## config.mk

```make
export PLATFORM = sky130hd
export DESIGN_NAME = imm_ext_arbiter_flat
export DESIGN_NICKNAME = d
export VERILOG_FILES = /design/src/rtl/imm_ext_if.sv /design/src/rtl/imm_ext_arbiter.sv /design/src/flat_wrapper.sv
export SDC_FILE = /design/constraint.sdc
export NUM_CORES = 1
export LEC_CHECK = 0
export CAP_MARGIN = 20
export CORE_ASPECT_RATIO = 1.1
export CORE_MARGIN = 5
export CORE_UTILIZATION = 45
export CTS_CLUSTER_DIAMETER = 150
export DETAILED_ROUTE_END_ITERATION = 8
export PLACE_DENSITY = 0.92
export SLEW_MARGIN = 25
export SYNTH_ARGS = -nofsm -noshare
export SYNTH_HDL_FRONTEND = slang
export SYNTH_SLANG_ARGS = --single-unit
```

## constraint.sdc

```tcl
create_clock -name clk -period 1.7 [get_ports clk]
set_clock_uncertainty 0.15 [all_clocks]
set_input_delay 0.255 -clock clk [delete_from_list [all_inputs] [get_ports clk]]
set_output_delay 0.255 -clock clk [all_outputs]
set_load 0.02 [all_outputs]
```

## src/rtl/imm_ext_if.sv

```systemverilog
// Requester/consumer bundle for the shared immediate-extension unit.
// The slave side is the extension unit; the master side is the requesters plus the consumer.
interface imm_ext_if #(
  parameter int IN_W  = 16,
  parameter int OUT_W = 32
);
  logic            req0_valid;
  logic            req0_ready;
  logic [IN_W-1:0] req0_imm;
  logic [1:0]      req0_mode;

  logic            req1_valid;
  logic            req1_ready;
  logic [IN_W-1:0] req1_imm;
  logic [1:0]      req1_mode;

  logic             rsp_valid;
  logic             rsp_ready;
  logic [OUT_W-1:0] rsp_data;
  logic             rsp_id;

  modport master (
    output req0_valid, req0_imm, req0_mode,
    output req1_valid, req1_imm, req1_mode,
    output rsp_ready,
    input  req0_ready, req1_ready,
    input  rsp_valid, rsp_data, rsp_id
  );

  modport slave (
    input  req0_valid, req0_imm, req0_mode,
    input  req1_valid, req1_imm, req1_mode,
    input  rsp_ready,
    output req0_ready, req1_ready,
    output rsp_valid, rsp_data, rsp_id
  );
endinterface

```

## src/rtl/imm_ext_arbiter.sv

```systemverilog
// Two-requester round-robin arbiter feeding a shared immediate extender,
// with a one-entry registered result stage under a valid/ready handshake.
module imm_ext_arbiter #(
  parameter int IN_W  = 16,
  parameter int OUT_W = 32
) (
  input logic      clk,
  input logic      rst,
  imm_ext_if.slave bus
);
  localparam logic [0:0] S_EMPTY = 1'b0;
  localparam logic [0:0] S_FULL  = 1'b1;

  localparam logic [1:0] M_SIGN   = 2'b00;
  localparam logic [1:0] M_ZERO   = 2'b01;
  localparam logic [1:0] M_UPPER  = 2'b10;
  localparam logic [1:0] M_BRANCH = 2'b11;

  logic [0:0]       r_state;
  logic             r_ptr;
  logic [OUT_W-1:0] r_data;
  logic             r_id;

  logic             w_can_accept;
  logic             w_any_valid;
  logic             w_grant_id;
  logic             w_xfer;
  logic [IN_W-1:0]  w_imm;
  logic [1:0]       w_mode;
  logic [OUT_W-1:0] w_ext;

  // The output register may drain and refill on the same edge.
  always_comb begin
    w_can_accept = (r_state == S_EMPTY) || bus.rsp_ready;
    w_any_valid  = bus.req0_valid || bus.req1_valid;
    if (bus.req0_valid && bus.req1_valid)
      w_grant_id = r_ptr;
    else
      w_grant_id = bus.req1_valid;
    w_xfer = w_can_accept && w_any_valid;
  end

  assign bus.req0_ready = w_xfer && !w_grant_id;
  assign bus.req1_ready = w_xfer &&  w_grant_id;

  always_comb begin
    w_imm  = w_grant_id ? bus.req1_imm  : bus.req0_imm;
    w_mode = w_grant_id ? bus.req1_mode : bus.req0_mode;
    w_ext  = '0;
    unique case (w_mode)
      M_SIGN:   w_ext = {{(OUT_W-IN_W){w_imm[IN_W-1]}}, w_imm};
      M_ZERO:   w_ext = {{(OUT_W-IN_W){1'b0}}, w_imm};
      M_UPPER:  w_ext = {w_imm, {(OUT_W-IN_W){1'b0}}};
      M_BRANCH: w_ext = {{(OUT_W-IN_W-2){w_imm[IN_W-1]}}, w_imm, 2'b00};
      default:  w_ext = '0;
    endcase
  end

  always_ff @(posedge clk or posedge rst) begin
    if (rst) begin
      r_state <= S_EMPTY;
      r_ptr   <= 1'b0;
      r_data  <= '0;
      r_id    <= 1'b0;
    end else if (w_xfer) begin
      r_state <= S_FULL;
      r_data  <= w_ext;
      r_id    <= w_grant_id;
      r_ptr   <= ~w_grant_id;
    end else if (bus.rsp_ready) begin
      r_state <= S_EMPTY;
    end
  end

  assign bus.rsp_valid = (r_state == S_FULL);
  assign bus.rsp_data  = r_data;
  assign bus.rsp_id    = r_id;

  a_one_ready: assert property (@(posedge clk) disable iff (rst)
    !(bus.req0_ready && bus.req1_ready));
endmodule

```

## src/flat_wrapper.sv

```systemverilog
// flat-port wrapper written by rule: the top's interface ports become plain ports
module imm_ext_arbiter_flat 
#(
  parameter int IN_W  = 16,
  parameter int OUT_W = 32
)
  (clk, rst, bus_req0_valid, bus_req0_imm, bus_req0_mode, bus_req1_valid, bus_req1_imm, bus_req1_mode, bus_rsp_ready, bus_req0_ready, bus_req1_ready, bus_rsp_valid, bus_rsp_data, bus_rsp_id);
  imm_ext_if #(.IN_W(IN_W), .OUT_W(OUT_W)) bus_i ();
  input logic clk;
  input logic rst;
  input wire logic [$bits(bus_i.req0_valid)-1:0] bus_req0_valid;
  input wire logic [$bits(bus_i.req0_imm)-1:0] bus_req0_imm;
  input wire logic [$bits(bus_i.req0_mode)-1:0] bus_req0_mode;
  input wire logic [$bits(bus_i.req1_valid)-1:0] bus_req1_valid;
  input wire logic [$bits(bus_i.req1_imm)-1:0] bus_req1_imm;
  input wire logic [$bits(bus_i.req1_mode)-1:0] bus_req1_mode;
  input wire logic [$bits(bus_i.rsp_ready)-1:0] bus_rsp_ready;
  output wire logic [$bits(bus_i.req0_ready)-1:0] bus_req0_ready;
  output wire logic [$bits(bus_i.req1_ready)-1:0] bus_req1_ready;
  output wire logic [$bits(bus_i.rsp_valid)-1:0] bus_rsp_valid;
  output wire logic [$bits(bus_i.rsp_data)-1:0] bus_rsp_data;
  output wire logic [$bits(bus_i.rsp_id)-1:0] bus_rsp_id;
  assign bus_i.req0_valid = bus_req0_valid;
  assign bus_i.req0_imm = bus_req0_imm;
  assign bus_i.req0_mode = bus_req0_mode;
  assign bus_i.req1_valid = bus_req1_valid;
  assign bus_i.req1_imm = bus_req1_imm;
  assign bus_i.req1_mode = bus_req1_mode;
  assign bus_i.rsp_ready = bus_rsp_ready;
  assign bus_req0_ready = bus_i.req0_ready;
  assign bus_req1_ready = bus_i.req1_ready;
  assign bus_rsp_valid = bus_i.rsp_valid;
  assign bus_rsp_data = bus_i.rsp_data;
  assign bus_rsp_id = bus_i.rsp_id;
  imm_ext_arbiter #(.IN_W(IN_W), .OUT_W(OUT_W)) u_core (.clk(clk), .rst(rst), .bus(bus_i));
endmodule
```

== Word level (Yosys, flattened, before mapping) ==
Index checks and enable logic that the tools add are counted.

* Word-level logic and storage cells: 24
* Memories: 0
* Register bits: 35
* ROM bits: 0
* Latch bits: 0
* Bits in writable memories: 0

* Multiplexer cells: 6
* Bitwise gates (word level): 2
* Equal/unequal tests: 3
* Reductions and logical operators: 9
* Multipliers: 0
* Magnitude comparators: 0
* Add/sub/neg operators: 0
* Shift-type cells: 0
* Div/mod/pow operators: 0

{| class="wikitable"
|+ Operators with widths
! operator !! number
|-
| $pmux 32 s4 || 1
|-
| $mux 16 || 1
|-
| $eq 2x2->1 const B || 2
|-
| $logic_and 1x1->1 || 4
|-
| $mux 1 || 3
|-
| $eq 2x1->1 const B || 1
|-
| $logic_not 2->1 || 1
|-
| $logic_or 1x1->1 || 2
|-
| $mux 2 || 1
|-
| $not 1->1 || 2
|-
| $reduce_bool 2->1 || 1
|-
| $logic_not 1->1 || 1
|}

== Depth between registers and ports, before layout ==
Gate-level depths: netlist of the first run.

* Word-level depth: 5
* Gate-level depth with buffers: 6
* Depth with buffers taken out: 4

== Worst setup path after synthesis of the first run ==
No wires, ideal clock.

* Path kind: reg-to-output
* Start point: register u_core.r_ptr
* End point: output bus_req1_ready
* Slack: 0.070 ns
* Path buffers: 2
* Arrival: 1.225 ns
* Stages on the path, launching flop included: 6
* Cell sequence: dfrtp_1 -> nand2b_2 -> buf_4 -> nand2_2 -> buf_4 -> nor2_1

* Longest elaborated chain between the ends: 2

{| class="wikitable"
|+ RTL lines
! item !! RTL line !! RTL
|-
| start: declaration || imm_ext_arbiter.sv:20 || <nowiki>logic r_ptr;</nowiki>
|-
| start signal: assignment || imm_ext_arbiter.sv:69 || <nowiki>r_ptr <= ~w_grant_id;</nowiki>
|-
| $mux 1 || imm_ext_arbiter.sv:36 || <nowiki>if (bus.req0_valid && bus.req1_valid)</nowiki>
|-
| $logic_and 1x1->1 || imm_ext_arbiter.sv:44 || <nowiki>assign bus.req1_ready = w_xfer && w_grant_id;</nowiki>
|-
| end: declaration || flat_wrapper.sv:19 || <nowiki>output wire logic [$bits(bus_i.req1_ready)-1:0] bus_req1_ready;</nowiki>
|}

No other way between the ends.

== Worst setup path in the final report of the first run ==
* Start point: register u_core.r_ptr
* End point: register u_core.r_data[6], in the netlist u_core.bus.rsp_data[6]

* Longest elaborated chain between the ends: 4

{| class="wikitable"
|+ RTL lines
! item !! RTL line !! RTL
|-
| $mux 1 (*) || imm_ext_arbiter.sv:36 ||
|-
| $mux 2 || imm_ext_arbiter.sv:48 || <nowiki>w_mode = w_grant_id ? bus.req1_mode : bus.req0_mode;</nowiki>
|-
| $eq 2x2->1, or another cell as far along || imm_ext_arbiter.sv:50 || <nowiki>unique case (w_mode)</nowiki>
|-
| $pmux 32 s4 (*) || imm_ext_arbiter.sv:50 ||
|-
| end signal: assignment || imm_ext_arbiter.sv:67 || <nowiki>r_data <= w_ext;</nowiki>
|-
| end: declaration || imm_ext_arbiter.sv:21 || <nowiki>logic [OUT_W-1:0] r_data;</nowiki>
|}

Every way passes the cells marked *; elsewhere a longest branch is shown, timed or not.
A chain may end at the register's enable or synchronous reset.

==> qor.csv, run 1 <==
stage,metric,value,unit
sta,Max Clock Freq,0.564,GHz
yosys,Post-Synthesis Cells,232,
floorplanning,full die area,0.00634,sq mm
power_and_ir_drop,pwr/cell area,812,mW/mm^2
floorplanning,num ports,77,
critical_path,startpoint types,flop,
clock_tree,number of H-tree levels,2,
sta,Worst Tran Pin Value,0.422,ns
sta,slew margin rel.,71.6,%
floorplanning,Std-Cell Rows,26,
global_route,vias in the first global route,2456,
worst_hold_path,HP Class,input pin to asynchronous set/reset pin,
critical_path,"Data required, critical path",1.75,ns
global_route,GRT Util Overall,23.7,%
yosys,multiplexer share of the synthesized area,1.66,%
final_layout,Seq. cell area,876,sq um
final_layout,Syn-to-layout area delta,63.5,%
critical_path,crit path capture type,flop,
status,outcome,"complete, but fails checks",
yosys,most common flop cell mapped by yosys,dfrtp_1,
yosys,main combinational cell family by area after synthesis,compound AO/OA/AOI/OAI gates,
sta,crit path time final,1.77,ns
clock_tree,CTS Buf Count,5,
yosys,"FFs w/ async S/R, synth",100,%
final_layout,share of layout cells above drive strength 1,25.9,%
final_layout,Multi-input gate area,0.00131,sq mm
clock_tree,clk_lat worst skew,0.29,ns
yosys,syn nets,273,
yosys,adder-cell share of the synthesized area,0,%
power_and_ir_drop,Leakage,1.56,nW
sta,setup repair after global routing missed its margin,true,
route,initial detailed-routing violation count,326,
floorplanning,Die Height,83.0,um
global_route,largest net degree at the start of global routing,36,
power_and_ir_drop,VDD IR max,577,uV
final_layout,Antenna Cells,0,
yosys,"Distinct cells, synth",44,
global_route,first-pass GRT wire length,12400,um
yosys,Synth area leader,dfrtp_1,
sta,setup violators final,26,
yosys,"EDFF count, synth",0,
floorplanning,Initial Util,46.6,%
route,WL per Instance,21.0,um
floorplanning,Die Wd,76.4,um
route,DR DRC count,0,
sta,endpoints failing hold,0,
clock_tree,Max Root-Sink Buffers,2,
yosys,synthesized area per cell,9.40,sq um
yosys,register bit count reported by yosys,35,
yosys,post-synthesis sequential area ratio,40.2,%
sta,TNS Setup,-0.901,ns
placed_design,RD Place Congestion,0.930,
final_layout,Filler Cell Count,293,
clock_tree,CTS tree,yes,
clock_tree,"Reg clk slew, reported paths",0.07,ns
clock_tree,Root Driver,clkbuf_8,
floorplanning,Core Area,0.00468,sq mm
sta,final max-slew violation count,0,
sta,Final WS setup,-0.0719,ns
yosys,Synth Cell Area,0.00218,sq mm
global_route,grt ovf,0,
final_layout,fin nets,376,
route,Via-to-Cell Ratio,6.62,
clock_tree,# hold bufs at CTS,0,
final_layout,post-layout util,76.1,%
critical_path,Worst Path Arrival,1.83,ns
critical_path,kind of critical path,flop to flop,
status,failing checks,negative setup slack,
sta,Final Cycle Share,104,%
yosys,Yosys top cell area share,40.2,%
critical_path,CP max FO,15,
yosys,Compound-Gate Fraction of Synth Area,30.8,%
global_route,initial antenna violation count,0,
route,via count,2595,
yosys,Synth area leaders,"dfrtp_1 (40%), o22a_1 (5.6%), a311oi_1 (4.8%)",
placed_design,IO buf count,76,
flow_run,Max Cap Viol,0,
route,post-route ant nets,0,
clock_tree,clock sinks,35,
route,First-pass DRT Iterations,5,
yosys,Synth Area in Simple Gates,20.3,%
yosys,yosys warns,0,
route,"wirelength, routed",8230,um
placed_design,Post-DP HPWL,5550,um
yosys,Post-Synth XOR/XNOR Area,0.803,%
==> where the power goes <==
group / switching [mW] / internal, mW
Sequential: 0.0798 / 0.972
Combinational: 0.637 / 0.621
Clock: 0.307 / 0.280
==> per-layer routing <==
metal | GRT usage, % | up-vias | share of wire (%)
li1 | - | 1101 | -
met4 | 10.2 | 0 | 4.5
met5 | 0 | - | 0
met1 | 31.3 | 1237 | 39
met3 | 5.74 | 50 | 10
met2 | 36.8 | 207 | 47
==> cells in the mapped netlist (all sizes together), types with 5 or more instances <==
cell type	instances
dfrtp	35
nor2	22
buf	19
o22a	14
o22ai	14
nand3	13
a311oi	12
o21ai	12
a22oi	10
nor4b	10
and2	9
nand2	9
inv	5
==> final cells by class <==
| class | instances | share of cell area, % |
|---|---|---|
| clock buffer | 5 | 1.93 |
| clock inverter | 3 | 0.421 |
| inverter | 5 | 0.526 |
| multi-input combinational | 170 | 36.6 |
| sequential | 35 | 24.6 |
| tap | 56 | 1.96 |
| timing repair buffer | 118 | 34.0 |
==> placed cells by master, fill, tap and decap left out, types with 3 or more instances in the layout <==
cell / netlist / final
a22oi_1: 10 / 5
o21ai_1: 7 / 7
o21ai_0: 3 / 3
buf_6: 0 / 7
and3_1: 4 / 4
and2_1: 9 / 9
dlymetal6s2s_1: 0 / 16
inv_1: 4 / 4
nand3b_1: 3 / 3
o2bb2a_2: 3 / 3
dfrtp_1: 35 / 35
a22oi_2: 0 / 5
a311oi_1: 12 / 11
o22a_1: 14 / 14
o22ai_1: 14 / 9
buf_12: 0 / 3
nand2_1: 8 / 8
nand3_1: 13 / 13
clkinv_2: 0 / 3
buf_4: 5 / 30
clkbuf_8: 0 / 5
nor2_1: 21 / 19
clkdlybuf4s50_1: 0 / 56
o22ai_2: 0 / 5
nor4b_1: 10 / 9
==> state kept, by name (all words and copies together) (netlist names) <==
register / flops
u_core.bus.rsp_data: 32
u_core.bus.rsp_id: 1
u_core.bus.rsp_valid: 1
u_core.r_ptr: 1
==> through the flow <==
stage / hold WS (ns) / std cells / power [mW] / area [sq um] / worst slack, ns
finish: 0.147 / 392 / 2.90 / 3570 / -0.0719
global route: 0.188 / 392 / 3.03 / 3570 / -0.120
CTS: 0.159 / 390 / 2.83 / 3370 / -0.0152
detailed placement: 0.317 / 379 / 2.21 / 3200 / -0.562
global placement: 0.314 / 379 / 2.19 / 3200 / -0.532
floorplan: 0.206 / 232 / 1.64 / 2180 / 0.0698
==> critical path, cell delays in order, from the launching register on <==
cell and delay, ns:
dfrtp_1 0.41, nand2b_2 0.21, buf_6 0.16, a211oi_2 0.21
buf_4 0.18, o21ai_4 0.12, o22ai_1 0.23
==> path summary, 6_finish.rpt <==
check,from,end,slack [ns],cells past startpoint
max,u_core.r_ptr,u_core.bus.rsp_data[6],-0.07,6
min,rst,u_core.bus.rsp_data[9],0.15,3
min reg2reg,u_core.bus.rsp_data[16],u_core.bus.rsp_data[16],0.33,2
max in group asynchronous,rst,u_core.bus.rsp_data[17],1.07,3
min in group clk,bus_req0_valid,u_core.bus.rsp_valid,0.29,3
max reg2reg,u_core.r_ptr,u_core.bus.rsp_data[6],-0.07,6
==> what timing repair did <==
item                       in CTS  in global routing
setup buffers                   2                  0
cloned                          1                  2
setup endpoints to repair      32                 47
resized for setup              27                 37
pin swaps                       6                 16
==> kinds of logic (layout without fill, tap and decap cells) <==
family / Yosys count / count (layout)
xor+xnor: 2 / 2
buf+inv: 27 / 131
simple gates: 78 / 78
flops: 35 / 35
mux: 3 / 3
compound gates: 87 / 87
Power figures use the tool's default switching activity.
==> run 2: changes to the inputs <==
--- a/config.mk
+++ b/config.mk
@@ -11,6 +11,7 @@
 export CORE_UTILIZATION = 45
 export CTS_CLUSTER_DIAMETER = 150
 export DETAILED_ROUTE_END_ITERATION = 8
+export GPL_ROUTABILITY_DRIVEN = 0
 export PLACE_DENSITY = 0.92
 export SLEW_MARGIN = 25
 export SYNTH_ARGS = -nofsm -noshare
==> qor.csv, run 2 (synthesis gave the netlist of run 1 again) <==
stage,metric,value,unit
placed_design,IO buf count,76,
power_and_ir_drop,part of the power in registers,35.3,%
global_route,first-pass GRT wire length,14100,um
floorplanning,num ports,77,
clock_tree,CTS Buf Count,5,
sta,Max Clock Freq,0.528,GHz
sta,setup repair after global routing missed its margin,true,
clock_tree,number of H-tree levels,2,
critical_path,kind of critical path,flop to flop,
clock_tree,Max Root-Sink Buffers,2,
global_route,largest net degree at the start of global routing,36,
final_layout,fin nets,377,
route,First-pass DRT Iterations,6,
sta,Worst Tran Pin Value,0.477,ns
clock_tree,clk_lat worst skew,0.29,ns
power_and_ir_drop,clock power share,20.7,%
floorplanning,Std-Cell Rows,26,
sta,slew margin rel.,67.9,%
floorplanning,full die area,0.00634,sq mm
final_layout,most frequent cells in the layout,"clkdlybuf4s50_1 (52), dfrtp_1 (35), buf_4 (32)",
global_route,grt ovf,0,
power_and_ir_drop,Leakage,1.62,nW
critical_path,CP Capture Point,u_core.bus.rsp_data[28],
power_and_ir_drop,VDD IR max,671,uV
critical_path,reg2reg path depth,6,
power_and_ir_drop,pwr/cell area,823,mW/mm^2
sta,endpoints failing hold,0,
critical_path,startpoint types,flop,
sta,Final WS setup,-0.193,ns
final_layout,share of layout cells above drive strength 1,27.9,%
clock_tree,CTS tree,yes,
route,DR DRC count,0,
floorplanning,Initial Util,46.6,%
final_layout,"most common cell after layout, fill and taps aside",clkdlybuf4s50_1,
placed_design,Inst Count DP,379,
power_and_ir_drop,Int Pwr,1.89,mW
final_layout,Syn-to-layout area delta,66.6,%
power_and_ir_drop,switching pwr,1.10,mW
final_layout,post-layout util,77.6,%
floorplanning,Die Wd,76.4,um
global_route,GRT Util Overall,27.4,%
route,WL per Instance,24.4,um
route,via count,2752,
critical_path,r2r setup slk,-0.19,ns
placed_design,pre-CTS setup slack,-0.575,ns
clock_tree,"Reg clk slew, reported paths",0.09,ns
clock_tree,# hold bufs at CTS,0,
clock_tree,clock sinks,35,
critical_path,reg2reg end,u_core.bus.rsp_data[28],
critical_path,CP max FO,7,
critical_path,Worst Path Arrival,1.98,ns
status,failing checks,negative setup slack,
global_route,vias in the first global route,2684,
critical_path,crit path capture type,flop,
sta,final max-slew violation count,0,
critical_path,"Data required, critical path",1.79,ns
flow_run,Max Cap Viol,0,
final_layout,max FFs per register,32,
critical_path,Worst Setup SP,u_core.r_ptr,
route,Via-to-Cell Ratio,7.00,
final_layout,Antenna Cells,0,
route,"wirelength, routed",9590,um
final_layout,Non-Filler Instances,393,
status,outcome,"complete, but fails checks",
floorplanning,Core Area,0.00468,sq mm
route,initial detailed-routing violation count,543,
sta,setup violators final,30,
critical_path,RR Startpoint,u_core.r_ptr,
route,post-route ant nets,0,
floorplanning,Die Height,83.0,um
placed_design,Post-DP HPWL,5790,um
clock_tree,Root Driver,clkbuf_8,
sta,crit path time final,1.89,ns
sta,Final Cycle Share,111,%
power_and_ir_drop,Comb power frac,44.0,%
global_route,initial antenna violation count,0,
power_and_ir_drop,switch share,36.7,%
worst_hold_path,HP Class,input pin to asynchronous set/reset pin,
-- run 2: layout make-up --
type	instances	area (sq um)
multi-input combinational	170	1360
timing repair buffer	119	1230
fill	275	1050
sequential	35	876
clock buffer	6	72.6
tap	56	70.1
inverter	5	18.8
clock inverter	2	12.5
-- run 2: repair_timing --
item / 4_1_cts / 5_1_grt
endpoints found under the setup margin: 32 / 51
setup buffers: 1 / 3
resized for setup: 37 / 45
endpoints found under the hold margin: 0 / 0
pin swaps: 15 / 9
cloned: 1 / 1
-- run 2: power groups by stage --
stage,logic (mW),registers (mW),clock network [mW]
after detailed placement,1.15,1.07,0
after global routing,1.37,1.07,0.648
after floorplan,0.408,1.23,0
after global placement,1.13,1.06,0
final,1.32,1.06,0.619
after CTS,1.21,1.05,0.608
-- run 2: worst min path at each step --
stage | slack (ns) | cells after the start | from | endpoint
finish | 0.13 | 3 | rst | u_core.bus.rsp_data[11]
global route | 0.18 | 3 | rst | u_core.bus.rsp_data[27]
CTS | 0.15 | 3 | rst | u_core.bus.rsp_data[11]
detailed placement | 0.33 | 1 | u_core.bus.rsp_id | u_core.bus.rsp_id
global placement | 0.31 | 2 | u_core.bus.rsp_data[16] | u_core.bus.rsp_data[16]
floorplan | 0.21 | 2 | bus_req0_valid | u_core.bus.rsp_valid
-- run 2: critical path, cell delays in order, from the launching register on --
cell and delay, ns:
dfrtp_1 0.40, buf_4 0.16, nand2b_4 0.15, buf_2 0.18
a21boi_0 0.43, o2bb2a_2 0.25, o22a_1 0.11
-- run 2: metal layers --
layer,GRT usage (%),vias to the layer above,part of all wire [%]
met5,0,-,0
met4,15.4,0,7.1
met3,7.25,86,12
met2,43.6,283,46
met1,33.4,1280,35
li1,-,1103,-
-- run 2: stage by stage --
step	total power [mW]	hold slack, ns	area [sq um]	TNS, ns
6_report	2.99	0.131	3630	-2.29
5_1_grt	3.09	0.176	3630	-3.69
4_1_cts	2.87	0.149	3400	-0.0669
3_5_place_dp	2.22	0.330	3200	-15.89
3_3_place_gp	2.19	0.310	3200	-13.57
2_1_floorplan	1.64	0.206	2180	0
